### src/rtl/uart_tx_buf_if.sv
// uart_tx_buf bus bundle: Sobel byte input side
// and paced uart_tx output side with status.
interface uart_tx_buf_if #(
  parameter int ADDR_W = 4
);
  logic [7:0]      pi_data;
  logic            pi_flag;
  logic [7:0]      po_data;
  logic            po_flag;
  logic [ADDR_W:0] fifo_cnt;
  logic            overflow;

  modport master (
    output pi_data, pi_flag,
    input  po_data, po_flag, fifo_cnt, overflow
  );

  modport slave (
    input  pi_data, pi_flag,
    output po_data, po_flag, fifo_cnt, overflow
  );
endinterface

### src/rtl/uart_tx_buf.sv
// uart_tx_buf: byte FIFO between Sobel stage and
// uart_tx, launches spaced one UART frame apart.
module uart_tx_buf #(
  parameter logic [25:0] UART_BPS = 26'd10_000_000,
  parameter logic [25:0] CLK_FREQ = 26'd50_000_000,
  parameter int          ADDR_W   = 4
) (
  input logic           sys_clk,
  input logic           sys_rst_n,
  uart_tx_buf_if.slave  bus
);

  localparam int BAUD_CNT  = int'(CLK_FREQ / UART_BPS);
  localparam int FRAME_CYC = BAUD_CNT * 11;
  localparam int FCW       = $clog2(FRAME_CYC);
  localparam int DEPTH     = 1 << ADDR_W;

  localparam logic [ADDR_W:0] FULL =
    (ADDR_W+1)'(DEPTH);
  localparam logic [FCW-1:0] FC_END =
    FCW'(FRAME_CYC - 3);

  typedef enum logic [1:0] {
    S_IDLE,
    S_LAUNCH,
    S_WAIT
  } state_e;

  state_e          state_q;
  logic [7:0]      mem_q [DEPTH];
  logic [ADDR_W-1:0] wr_ptr_q;
  logic [ADDR_W-1:0] rd_ptr_q;
  logic [ADDR_W:0] cnt_q;
  logic [ADDR_W:0] cnt_d;
  logic            ovf_q;
  logic [7:0]      po_data_q;
  logic            po_flag_q;
  logic [FCW-1:0]  fcnt_q;
  logic            wr_en;
  logic            pop;

  // full is judged on the registered count only
  assign wr_en = bus.pi_flag && (cnt_q != FULL);
  assign pop   = (state_q == S_IDLE) &&
                 (cnt_q != '0);

  // occupancy: write and pop together cancel out
  always_comb begin
    cnt_d = cnt_q;
    if (wr_en && !pop)
      cnt_d = cnt_q + (ADDR_W+1)'(1);
    else if (!wr_en && pop)
      cnt_d = cnt_q - (ADDR_W+1)'(1);
  end

  // storage array, contents need no reset
  always_ff @(posedge sys_clk) begin
    if (wr_en)
      mem_q[wr_ptr_q] <= bus.pi_data;
  end

  // pointers, count and sticky drop flag
  always_ff @(posedge sys_clk or negedge sys_rst_n) begin
    if (!sys_rst_n) begin
      wr_ptr_q <= '0;
      rd_ptr_q <= '0;
      cnt_q    <= '0;
      ovf_q    <= 1'b0;
    end else begin
      cnt_q <= cnt_d;
      if (wr_en)
        wr_ptr_q <= wr_ptr_q + 1'b1;
      if (pop)
        rd_ptr_q <= rd_ptr_q + 1'b1;
      if (bus.pi_flag && (cnt_q == FULL))
        ovf_q <= 1'b1;
    end
  end

  // pacer: pop, strobe once, then hold off a frame
  always_ff @(posedge sys_clk or negedge sys_rst_n) begin
    if (!sys_rst_n) begin
      state_q   <= S_IDLE;
      po_data_q <= 8'h00;
      po_flag_q <= 1'b0;
      fcnt_q    <= '0;
    end else begin
      po_flag_q <= 1'b0;
      unique case (state_q)
        S_IDLE: begin
          if (pop) begin
            po_data_q <= mem_q[rd_ptr_q];
            po_flag_q <= 1'b1;
            state_q   <= S_LAUNCH;
          end
        end
        S_LAUNCH: begin
          fcnt_q  <= '0;
          state_q <= S_WAIT;
        end
        S_WAIT: begin
          if (fcnt_q == FC_END)
            state_q <= S_IDLE;
          else
            fcnt_q <= fcnt_q + 1'b1;
        end
        default: state_q <= S_IDLE;
      endcase
    end
  end

  assign bus.po_data  = po_data_q;
  assign bus.po_flag  = po_flag_q;
  assign bus.fifo_cnt = cnt_q;
  assign bus.overflow = ovf_q;

endmodule

### src/flat_wrapper.sv
// flat-port wrapper written by rule: the top's interface ports become plain ports
module uart_tx_buf_flat 
#(
  parameter logic [25:0] UART_BPS = 26'd10_000_000,
  parameter logic [25:0] CLK_FREQ = 26'd50_000_000,
  parameter int          ADDR_W   = 4
)
  (sys_clk, sys_rst_n, bus_pi_data, bus_pi_flag, bus_po_data, bus_po_flag, bus_fifo_cnt, bus_overflow);
  uart_tx_buf_if #(.ADDR_W(ADDR_W)) bus_i ();
  input logic sys_clk;
  input logic sys_rst_n;
  input wire logic [$bits(bus_i.pi_data)-1:0] bus_pi_data;
  input wire logic [$bits(bus_i.pi_flag)-1:0] bus_pi_flag;
  output wire logic [$bits(bus_i.po_data)-1:0] bus_po_data;
  output wire logic [$bits(bus_i.po_flag)-1:0] bus_po_flag;
  output wire logic [$bits(bus_i.fifo_cnt)-1:0] bus_fifo_cnt;
  output wire logic [$bits(bus_i.overflow)-1:0] bus_overflow;
  assign bus_i.pi_data = bus_pi_data;
  assign bus_i.pi_flag = bus_pi_flag;
  assign bus_po_data = bus_i.po_data;
  assign bus_po_flag = bus_i.po_flag;
  assign bus_fifo_cnt = bus_i.fifo_cnt;
  assign bus_overflow = bus_i.overflow;
  uart_tx_buf #(.UART_BPS(UART_BPS), .CLK_FREQ(CLK_FREQ), .ADDR_W(ADDR_W)) u_core (.sys_clk(sys_clk), .sys_rst_n(sys_rst_n), .bus(bus_i));
endmodule
### config.mk
export PLATFORM = sky130hd
export DESIGN_NAME = uart_tx_buf_flat
export DESIGN_NICKNAME = d
export VERILOG_FILES = /design/src/rtl/uart_tx_buf_if.sv /design/src/rtl/uart_tx_buf.sv /design/src/flat_wrapper.sv
export SDC_FILE = /design/constraint.sdc
export NUM_CORES = 1
export LEC_CHECK = 0
export CORE_MARGIN = 3
export CORE_UTILIZATION = 50
export DETAILED_ROUTE_END_ITERATION = 6
export GPL_TIMING_DRIVEN = 0
export HOLD_SLACK_MARGIN = 0.08
export PLACE_DENSITY = 0.65
export SLEW_MARGIN = 20
export SYNTH_ARGS = -nofsm -noshare
export SYNTH_HDL_FRONTEND = slang
export SYNTH_SLANG_ARGS = --single-unit
### constraint.sdc
create_clock -name sys_clk -period 6.2 [get_ports sys_clk]
set_clock_uncertainty 0.1 [all_clocks]
set_input_delay 0.62 -clock sys_clk [delete_from_list [all_inputs] [get_ports sys_clk]]
set_output_delay 0.62 -clock sys_clk [all_outputs]
set_load 0.02 [all_outputs]
; ---- After elaboration in Yosys (flattened, before gate mapping)
; Memories as Yosys holds them, arrays and structs flattened. A register that Yosys moved wholly into a read port is not among the register bits.
; Index checks and enable logic that the tools add are counted.
[word_totals]
register_bits = 23
ram_bits = 128
wordCells = 47
memories = 1
[mem_list]
columns = memory, words, word_bits, rd, rd_ports_with_merged_regs, write_ports, line
row1 = u_core.mem_q, 16, 8, 1, 1, 1, uart_tx_buf.sv:30  ; logic [7:0] mem_q [DEPTH];
[op_classes]
addsub = 5
eq_ne = 8
mux = 11
n_reduce_logical = 15
[op_table]
columns = operator, count
row1 = $pmux W6 S2, 1
row2 = $mux W5, 2
row3 = $add A4 B1 Y4 const B, 2
row4 = $add A6 B1 Y6 const B, 1
row5 = $eq A6 B6 Y1 const B, 1
row6 = $mux W6, 1
row7 = $pmux W2 S3, 1
row8 = $reduce_and A2 Y1, 3
row9 = $add A5 B1 Y5 const B, 1
row10 = $eq A5 B5 Y1 const B, 1
row11 = $logic_and A1 B1 Y1, 5
row12 = $ne A5 B5 Y1 const B, 1
row13 = $reduce_bool A5 Y1, 1
row14 = $sub A5 B1 Y5 const B, 1
row15 = $mux W1, 4
row16 = $mux W2, 2
row17 = $ne A2 B1 Y1 const B, 2
row18 = $reduce_bool A2 Y1, 2
row19 = $logic_not A1 Y1, 3
row20 = $eq A2 B1 Y1 const B, 1
row21 = $eq A2 B2 Y1 const B, 1
row22 = $logic_not A2 Y1, 1
row23 = $ne A2 B2 Y1 const B, 1

; ---- Logic depth before layout (Yosys ltp)
; Gate-level depths: netlist (run 1).
[logic_depth]
depth_word = 6
ltp_mapped = 10
ltp_nobuf = 9

; ---- Least setup slack after synthesis (run 1)
; Ideal clock, no wire load.
[synth_path]
kind = flip-flop to flip-flop
startpoint = register u_core.cnt_q[1] (netlist: u_core.bus.fifo_cnt[1])
endpoint = register u_core.cnt_q[4] (netlist: u_core.bus.fifo_cnt[4])
setup_time_ps = 81
arrival_time_ps = 2663
required_ps = 6019
path_slack_ps = 3357
stages_incl_launch_ff = 11
path_buffers = 1
cell_sequence = dfrtp_1 or4_1 o21ai_1 buf_2 ha_1 inv_1 ha_1 a21o_1 a21oi_1 mux2i_1 xnor2_1
[synth_via]
elab_chain_cells = 5
elab_cells_between_ends = 13
classes_between = add/sub (2) / eq/ne (1) / mux (2) / reduce/logical (8)
[synth_rtl]
columns = item, line
row1 = "start, declared", uart_tx_buf.sv:33  ; logic [ADDR_W:0] cnt_q;
row2 = "start signal, assigned", uart_tx_buf.sv:70  ; cnt_q <= cnt_d;
row3 = "parallel branches: the longest is 5 deep, another holds $sub A5 B1 Y5", n/a
; Parallel ways; which one is timed is not known. The select of a mux whose other input is x is not followed.
; A chain may end at the register's enable or synchronous reset.

; ---- Worst setup path after layout (run 1)
; Ends and elaborated chain as after synthesis.

==> metrics.md, run 1 <==
| Metric | Value |
|---|---|
| Vias | `3,279` |
| Top cells by area, synth | `edfxtp_1 (59%), dfrtp_1 (12%), mux4_1 (6.1%), mux4_2 (5.9%), ha_1 (2.1%)` |
| Final hold vios | `0` |
| Fin Setup TNS | `0 ns` |
| CP required | `6.44 ns` |
| Post-synth EDFFs | `128` |
| R2R depth | `10` |
| # rows | `40` |
| Area share of the largest cell type after synthesis | `59.2%` |
| FILL cells | `940` |
| Cell mode on critical path | `ha_1` |
| Critical R2R Capture | `u_core.bus.fifo_cnt[4]$_DFFE_PN0P_` |
| Slew margin rel. | `36.1%` |
| Leak Pwr | `2.70 nW` |
| Total grt overflow | `0` |
| DRT Pass-1 Iters | `4` |
| Resized cells post-CTS | `0` |
| All-Layer GR Usage | `18.5%` |
| First-pass GRT wire length | `19,200 µm` |
| Dominant cell type by area after synthesis | `edfxtp_1` |
| Post-synth ARST share | `19.5%` |
| Netlist cell types | `37` |
| Worst hold slack | `0.153 ns` |
| Synth-to-Final Area Change | `16.6%` |
| Slowest stage cell, crit path | `or4_1` |
| Seq cells post-synth | `159` |
| Clock sinks | `159` |
| Cell Pwr Density | `487 nW/µm²` |
| Avg WL per Cell | `20.3 µm` |
| Die height | `120 µm` |
| Post-route core utilization | `61.3%` |
| Num CTS Buffers | `17` |
| Fmax | `326 MHz` |
| MaxCap Viol Count | `0` |
| Mean area per synthesized cell | `17.8 µm²` |
| Crit path buf inv count | `2` |
| Synthesized Nets | `388` |
| Top FF cell, synth | `edfxtp_1` |
| RD Place Congestion | `0.784` |
| Starting Density | `52.5%` |
| Crit path launch type | `flop` |
| CP delay by family, top | `adder cells` |
| Slew Viols, Final | `0` |
| Hold WC Path Type | `in -> async` |
| DP Area | `6980 µm²` |
| Critical R2R Launch | `u_core.bus.fifo_cnt[1]$_DFFE_PN0P_` |
| Share of cells above drive strength 1 | `17.7%` |
| Worst IR Drop VDD | `0.211 mV` |
| Port buffer count | `25` |
| Total number of yosys warnings | `0` |
| Die X | `120 µm` |
| Unrepaired setup endpoints after global routing | `no` |
| Ant. Diodes | `0` |
| Worst path max stage delay | `0.56 ns` |
| Reg clk slew, reported paths | `0.06 ns` |
| Min Tclk post-route | `3.07 ns` |
| Largest net degree at the start of global routing | `32` |
| Vias in the first global route | `3,447` |
| Crit path capture type | `flop` |
| Synthesized area | `6490 µm²` |
| Cell count after synthesis | `365` |
| Reg area | `4620 µm²` |
| Routed WL | `12,000 µm` |
| Seq/Total Area, Yosys | `71.2%` |
| Actual slew at the worst max-slew pin | `0.954 ns` |
| Die area | `14,400 µm²` |
| Crit path cell chain | `or4_1 > o21ai_1 > buf_2 > ha_1 > inv_1 > ha_1 > a21o_1 > a21oi_1 > mux2i_1 > xnor2_1` |
| Final count of negative-setup-slack endpoints | `0` |
| Final period util | `49.5%` |
| CP Data Arrival Time | `3.31 ns` |
| # hold bufs at CTS | `0` |
| Setup Crit Path Kind | `reg -> reg` |
| Post-CTS Setup Bufs | `0` |
| # nets final | `434` |
| Root buf cell | `clkbuf_16` |
| Worst-Skew Late Latency | `0.42 ns` |
| Core area | `12,400 µm²` |
| Setup slack, reg-to-reg | `3.13 ns` |
| H-tree Lvls | `4` |
| CP Max Fanout | `10` |
| Final Cell Area | `7570 µm²` |
| Clock buffer depth | `2` |
| CTS tree | `built` |
| Initial DRC count | `222` |
| DRC | `0` |
| DRT antenna net count | `0` |
| Status | `completed` |
| Area of the multi-input gates | `1740 µm²` |
| Most frequent cell after synthesis | `edfxtp_1` |
| Synth cell count leaders | `edfxtp_1 (128), nand2_1 (33), dfrtp_1 (31)` |
| Via density | `5.55` |
| # IOs | `26` |
| Initial antenna violation count | `0` |
| DPL Wire Length | `7950 µm` |
==> how the worst max path moves through the flow <==
stage / start / endpoint / slack (ns) / depth (start not counted)
3_3_place_gp: bus_pi_flag / u_core.mem_q[3][0]$_DFFE_PP_ / 2.83 / 4
3_5_place_dp: bus_pi_flag / u_core.bus.fifo_cnt[4]$_DFFE_PN0P_ / 3.09 / 9
4_1_cts: u_core.bus.fifo_cnt[1]$_DFFE_PN0P_ / u_core.bus.fifo_cnt[4]$_DFFE_PN0P_ / 3.10 / 10
2_1_floorplan: u_core.bus.fifo_cnt[1]$_DFFE_PN0P_ / u_core.bus.fifo_cnt[4]$_DFFE_PN0P_ / 3.36 / 10
5_1_grt: u_core.bus.fifo_cnt[1]$_DFFE_PN0P_ / u_core.bus.fifo_cnt[4]$_DFFE_PN0P_ / 2.83 / 10
6_report: u_core.bus.fifo_cnt[1]$_DFFE_PN0P_ / u_core.bus.fifo_cnt[4]$_DFFE_PN0P_ / 3.13 / 10
==> per-layer routing <==
metal | part of all wire (%) | track usage (%) | wire length (µm)
met1 | 43 | 24.5 | 5160
met2 | 49 | 29.3 | 5900
met3 | 5.5 | 5.00 | 664
met4 | 2.3 | 7.80 | 280
met5 | 0 | 0 | 0
==> cell type report <==
class / count / area share [%]
tap: 168 / 2.78
inverter: 13 / 0.644
buffer: 17 / 1.44
multi-input combinational: 176 / 22.9
clock buffer: 21 / 5.95
clock inverter: 10 / 1.83
sequential: 159 / 61.0
timing repair buffer: 27 / 3.44
==> flip-flops by register name, summed over array words and instances, names as in the netlist, 2 cells and up <==
name and cells:
u_core.mem_q 128, u_core.wr_ptr_q 4, u_core.rd_ptr_q 4, u_core.bus.po_data 8, u_core.bus.fifo_cnt 5, u_core.fcnt_q 6, u_core.state_q 2
==> stage by stage <==
| stage | total power, mW | setup slack, ns | std cells |
|---|---|---|---|
| after floorplan | 2.30 | 3.36 | 365 |
| after global placement | 2.66 | 2.83 | 558 |
| after detailed placement | 2.70 | 3.09 | 560 |
| after CTS | 3.73 | 3.10 | 591 |
| after global routing | 3.90 | 2.83 | 591 |
| final | 3.69 | 3.13 | 591 |
==> power breakdown <==
part           internal [mW]  switching [mW]  total [mW]
clock                  0.640           0.389        1.03
sequential              1.34          0.0875        1.43
combinational          0.563           0.670        1.23
==> cell usage in the layout, fill, tap and decap left out, types with 3 or more instances in the layout <==
| cell type | synthesis | layout |
|---|---|---|
| mux2_2 | 8 | 8 |
| bufinv_16 | 0 | 3 |
| clkdlybuf4s50_1 | 0 | 24 |
| inv_1 | 13 | 13 |
| mux4_2 | 17 | 17 |
| dfrtp_1 | 31 | 31 |
| xnor2_1 | 8 | 8 |
| xor2_1 | 3 | 3 |
| nor2_1 | 17 | 17 |
| buf_4 | 1 | 3 |
| clkbuf_16 | 0 | 17 |
| clkbuf_1 | 3 | 6 |
| mux4_1 | 15 | 15 |
| o21ai_0 | 17 | 17 |
| nor3_2 | 0 | 4 |
| edfxtp_1 | 128 | 128 |
| clkinvlp_4 | 0 | 4 |
| a21oi_1 | 4 | 4 |
| nand2b_1 | 4 | 4 |
| mux2i_1 | 9 | 9 |
| nand2_1 | 33 | 33 |
| ha_1 | 11 | 11 |
| o21ai_1 | 9 | 9 |
| buf_2 | 8 | 9 |
==> cell families (layout without fill, tap and decap cells) <==
| kind of cell | count (synthesis) | count (layout) | synth area share (%) |
|---|---|---|---|
| flip-flops | 159 | 159 | 71.2 |
| XOR/XNOR | 11 | 11 | 1.48 |
| AO/OA/AOI/OAI | 38 | 38 | 3.43 |
| adder cells (fa/ha/maj) | 12 | 12 | 2.43 |
| multiplexers | 49 | 49 | 14.7 |
| AND/OR/NAND/NOR | 66 | 66 | 4.34 |
| buffers and inverters | 30 | 88 | 2.43 |
Power figures use the tool's default switching activity.
==> run 2, diff against run 1 <==
==> constraint.sdc (replaced) <==
create_clock -name sys_clk -period 3.2 [get_ports sys_clk]
set_clock_uncertainty 0.1 [all_clocks]
set_input_delay 0.32 -clock sys_clk [delete_from_list [all_inputs] [get_ports sys_clk]]
set_output_delay 0.32 -clock sys_clk [all_outputs]
set_load 0.02 [all_outputs]
==> run 2 against run 1 <==
Effect of this change:
- maximum frequency grew 4.8%
- final area grew 0.25%
- wire length is essentially flat
- first-iteration DRC count grew 13%
- largest cell class unchanged
- sequential share of layout area shrank 0.15 points
- flip-flop and latch count is the same
==> metrics.md, run 2 (same netlist as run 1, synthesis figures left out) <==
| Metric | Value |
|---|---|
| Core area | `12,400 µm²` |
| CP required | `3.44 ns` |
| # nets final | `435` |
| Worst IR Drop VDD | `0.409 mV` |
| Initial antenna violation count | `0` |
| First-pass GRT wire length | `19,200 µm` |
| Crit path cell chain | `or4_1 > o21ai_2 > buf_4 > ha_2 > inv_1 > ha_1 > a21o_1 > a21oi_1 > mux2i_1 > xnor2_1` |
| Slowest stage cell, crit path | `or4_1` |
| Final hold vios | `0` |
| Worst path max stage delay | `0.57 ns` |
| Setup Crit Path Kind | `reg -> reg` |
| Top layer reached by signal wires | `met4` |
| DRT Pass-1 Iters | `4` |
| CP Max Fanout | `10` |
| Crit path buf inv count | `2` |
| Avg WL per Cell | `20.3 µm` |
| Vias in the first global route | `3,447` |
| Commonest non-fill, non-tap cells in the layout | `edfxtp_1 (128), nand2_1 (33), dfrtp_1 (31)` |
| H-tree Lvls | `4` |
| Worst setup path endpoint | `u_core.bus.fifo_cnt[4]$_DFFE_PN0P_` |
| Via density | `5.48` |
| Cell Pwr Density | `943 nW/µm²` |
| Min Tclk post-route | `2.93 ns` |
| Unrepaired setup endpoints after global routing | `no` |
| R2R depth | `10` |
| Slew Viols, Final | `0` |
| Ant. Diodes | `0` |
| Worst-Skew Late Latency | `0.42 ns` |
| Reg clk slew, reported paths | `0.06 ns` |
| Routed WL | `12,000 µm` |
| Worst Setup SP | `u_core.bus.fifo_cnt[1]$_DFFE_PN0P_` |
| Critical R2R Capture | `u_core.bus.fifo_cnt[4]$_DFFE_PN0P_` |
| CTS tree | `built` |
| Total grt overflow | `0` |
| Die height | `120 µm` |
| Leak Pwr | `2.70 nW` |
| All-Layer GR Usage | `18.5%` |
| Slew margin rel. | `33.8%` |
| Final count of negative-setup-slack endpoints | `0` |
| Num CTS Buffers | `17` |
| Largest net degree at the start of global routing | `32` |
| Final period util | `91.6%` |
| RD Place Congestion | `0.784` |
| DPL Wire Length | `7950 µm` |
| Starting Density | `52.5%` |
| WP depth | `10` |
| Share of cells above drive strength 1 | `18.2%` |
| Most common cell after layout, fill and taps aside | `edfxtp_1` |
| Clock buffer depth | `2` |
| Die area | `14,400 µm²` |
| Fin Setup TNS | `0 ns` |
| Power, Total | `7.16 mW` |
| Die X | `120 µm` |
| # rows | `40` |
| Met3 WL | `509 µm` |
| CP Data Arrival Time | `3.17 ns` |
| Port buffer count | `25` |
| DRT antenna net count | `0` |
| Most flops, register | `u_core.mem_q` |
| Crit path capture type | `flop` |
| Actual slew at the worst max-slew pin | `0.989 ns` |
| Met1 wire length | `5370 µm` |
| Met2 wire length | `5840 µm` |
| Fmax | `341 MHz` |
| # IOs | `26` |
| MaxCap Viol Count | `0` |
| Critical R2R Launch | `u_core.bus.fifo_cnt[1]$_DFFE_PN0P_` |
| Initial DRC count | `251` |
| Hold WC Path Type | `reg -> reg` |
| Synth-to-Final Area Change | `16.9%` |
| Vias | `3,247` |
| Setup slack, reg-to-reg | `0.27 ns` |
| Status | `completed` |
| Max reg flops | `128` |
| Post-CTS Setup Bufs | `0` |
| Crit path launch type | `flop` |
| DRC | `0` |
| CP delay by family, top | `simple AND/OR/NAND/NOR gates` |
| Clock sinks | `159` |
| Root buf cell | `clkbuf_16` |
==> run 2: cell types whose count changed in the layout (fill, tap and decap cells not counted) <==
cell           previous run  this run
dlygate4sd3_1             0         1
ha_1                     11        10
buf_2                     9         8
ha_2                      0         1
buf_4                     3         4
o21ai_2                   0         1
o21ai_1                   9         8
==> run 2: cell type report <==
class                      count  area [µm²]
fill                         939        4770
sequential                   159        4620
multi-input combinational    176        1740
clock buffer                  21         450
timing repair buffer          28         270
tap                          168         210
clock inverter                10         139
buffer                        17         111
inverter                      13        48.8
==> run 2: power by group <==
part           internal (mW)  switching [mW]  total, mW  leakage [nW]
Clock                   1.24           0.754       1.99         0.275
Sequential              2.60           0.170       2.77          1.54
Combinational           1.10            1.30       2.40         0.889
Total                   4.94            2.22       7.16          2.70
==> run 2: routing by layer <==
metal	up-vias	global-route usage (%)
met2	80	29.3
met1	1647	24.5
met5	-	0
li1	1501	-
met3	19	5.00
met4	0	7.80
==> run 2: stage by stage <==
| step | utilization [%] | cell area, µm² | std cells | setup slack [ns] | hold WS, ns |
|---|---|---|---|---|---|
| after floorplan | - | 6490 | 365 | 0.357 | -0.0756 |
| after global placement | 56.2 | 6950 | 558 | 0.128 | 0.351 |
| after detailed placement | 56.5 | 6980 | 560 | 0.130 | 0.303 |
| after CTS | 61.3 | 7580 | 592 | 0.0989 | 0.374 |
| after global routing | 61.4 | 7590 | 592 | 0.0203 | 0.391 |
| final | 61.4 | 7590 | 592 | 0.270 | 0.367 |
==> run 2: how the worst min path moves through the flow <==
stage / start / end / slack (ns) / cells after the start
2_1_floorplan: sys_rst_n / u_core.bus.fifo_cnt[0]$_DFFE_PN0P_ / -0.08 / 0
3_3_place_gp: u_core.bus.po_data[6]$_DFFE_PN0P_ / u_core.bus.po_data[6]$_DFFE_PN0P_ / 0.35 / 2
3_5_place_dp: sys_rst_n / u_core.bus.fifo_cnt[1]$_DFFE_PN0P_ / 0.30 / 1
4_1_cts: u_core.bus.po_data[6]$_DFFE_PN0P_ / u_core.bus.po_data[6]$_DFFE_PN0P_ / 0.37 / 2
5_1_grt: u_core.bus.overflow$_DFFE_PN0P_ / u_core.bus.overflow$_DFFE_PN0P_ / 0.39 / 1
6_report: u_core.bus.overflow$_DFFE_PN0P_ / u_core.bus.overflow$_DFFE_PN0P_ / 0.37 / 1
==> run 2: timing repair <==
action                                  in CTS  in global routing
endpoints found under the setup margin       0                  1
gates resized for setup                      0                  4
hold endpoints to repair                    31                  0
hold buffers                                 1                  0
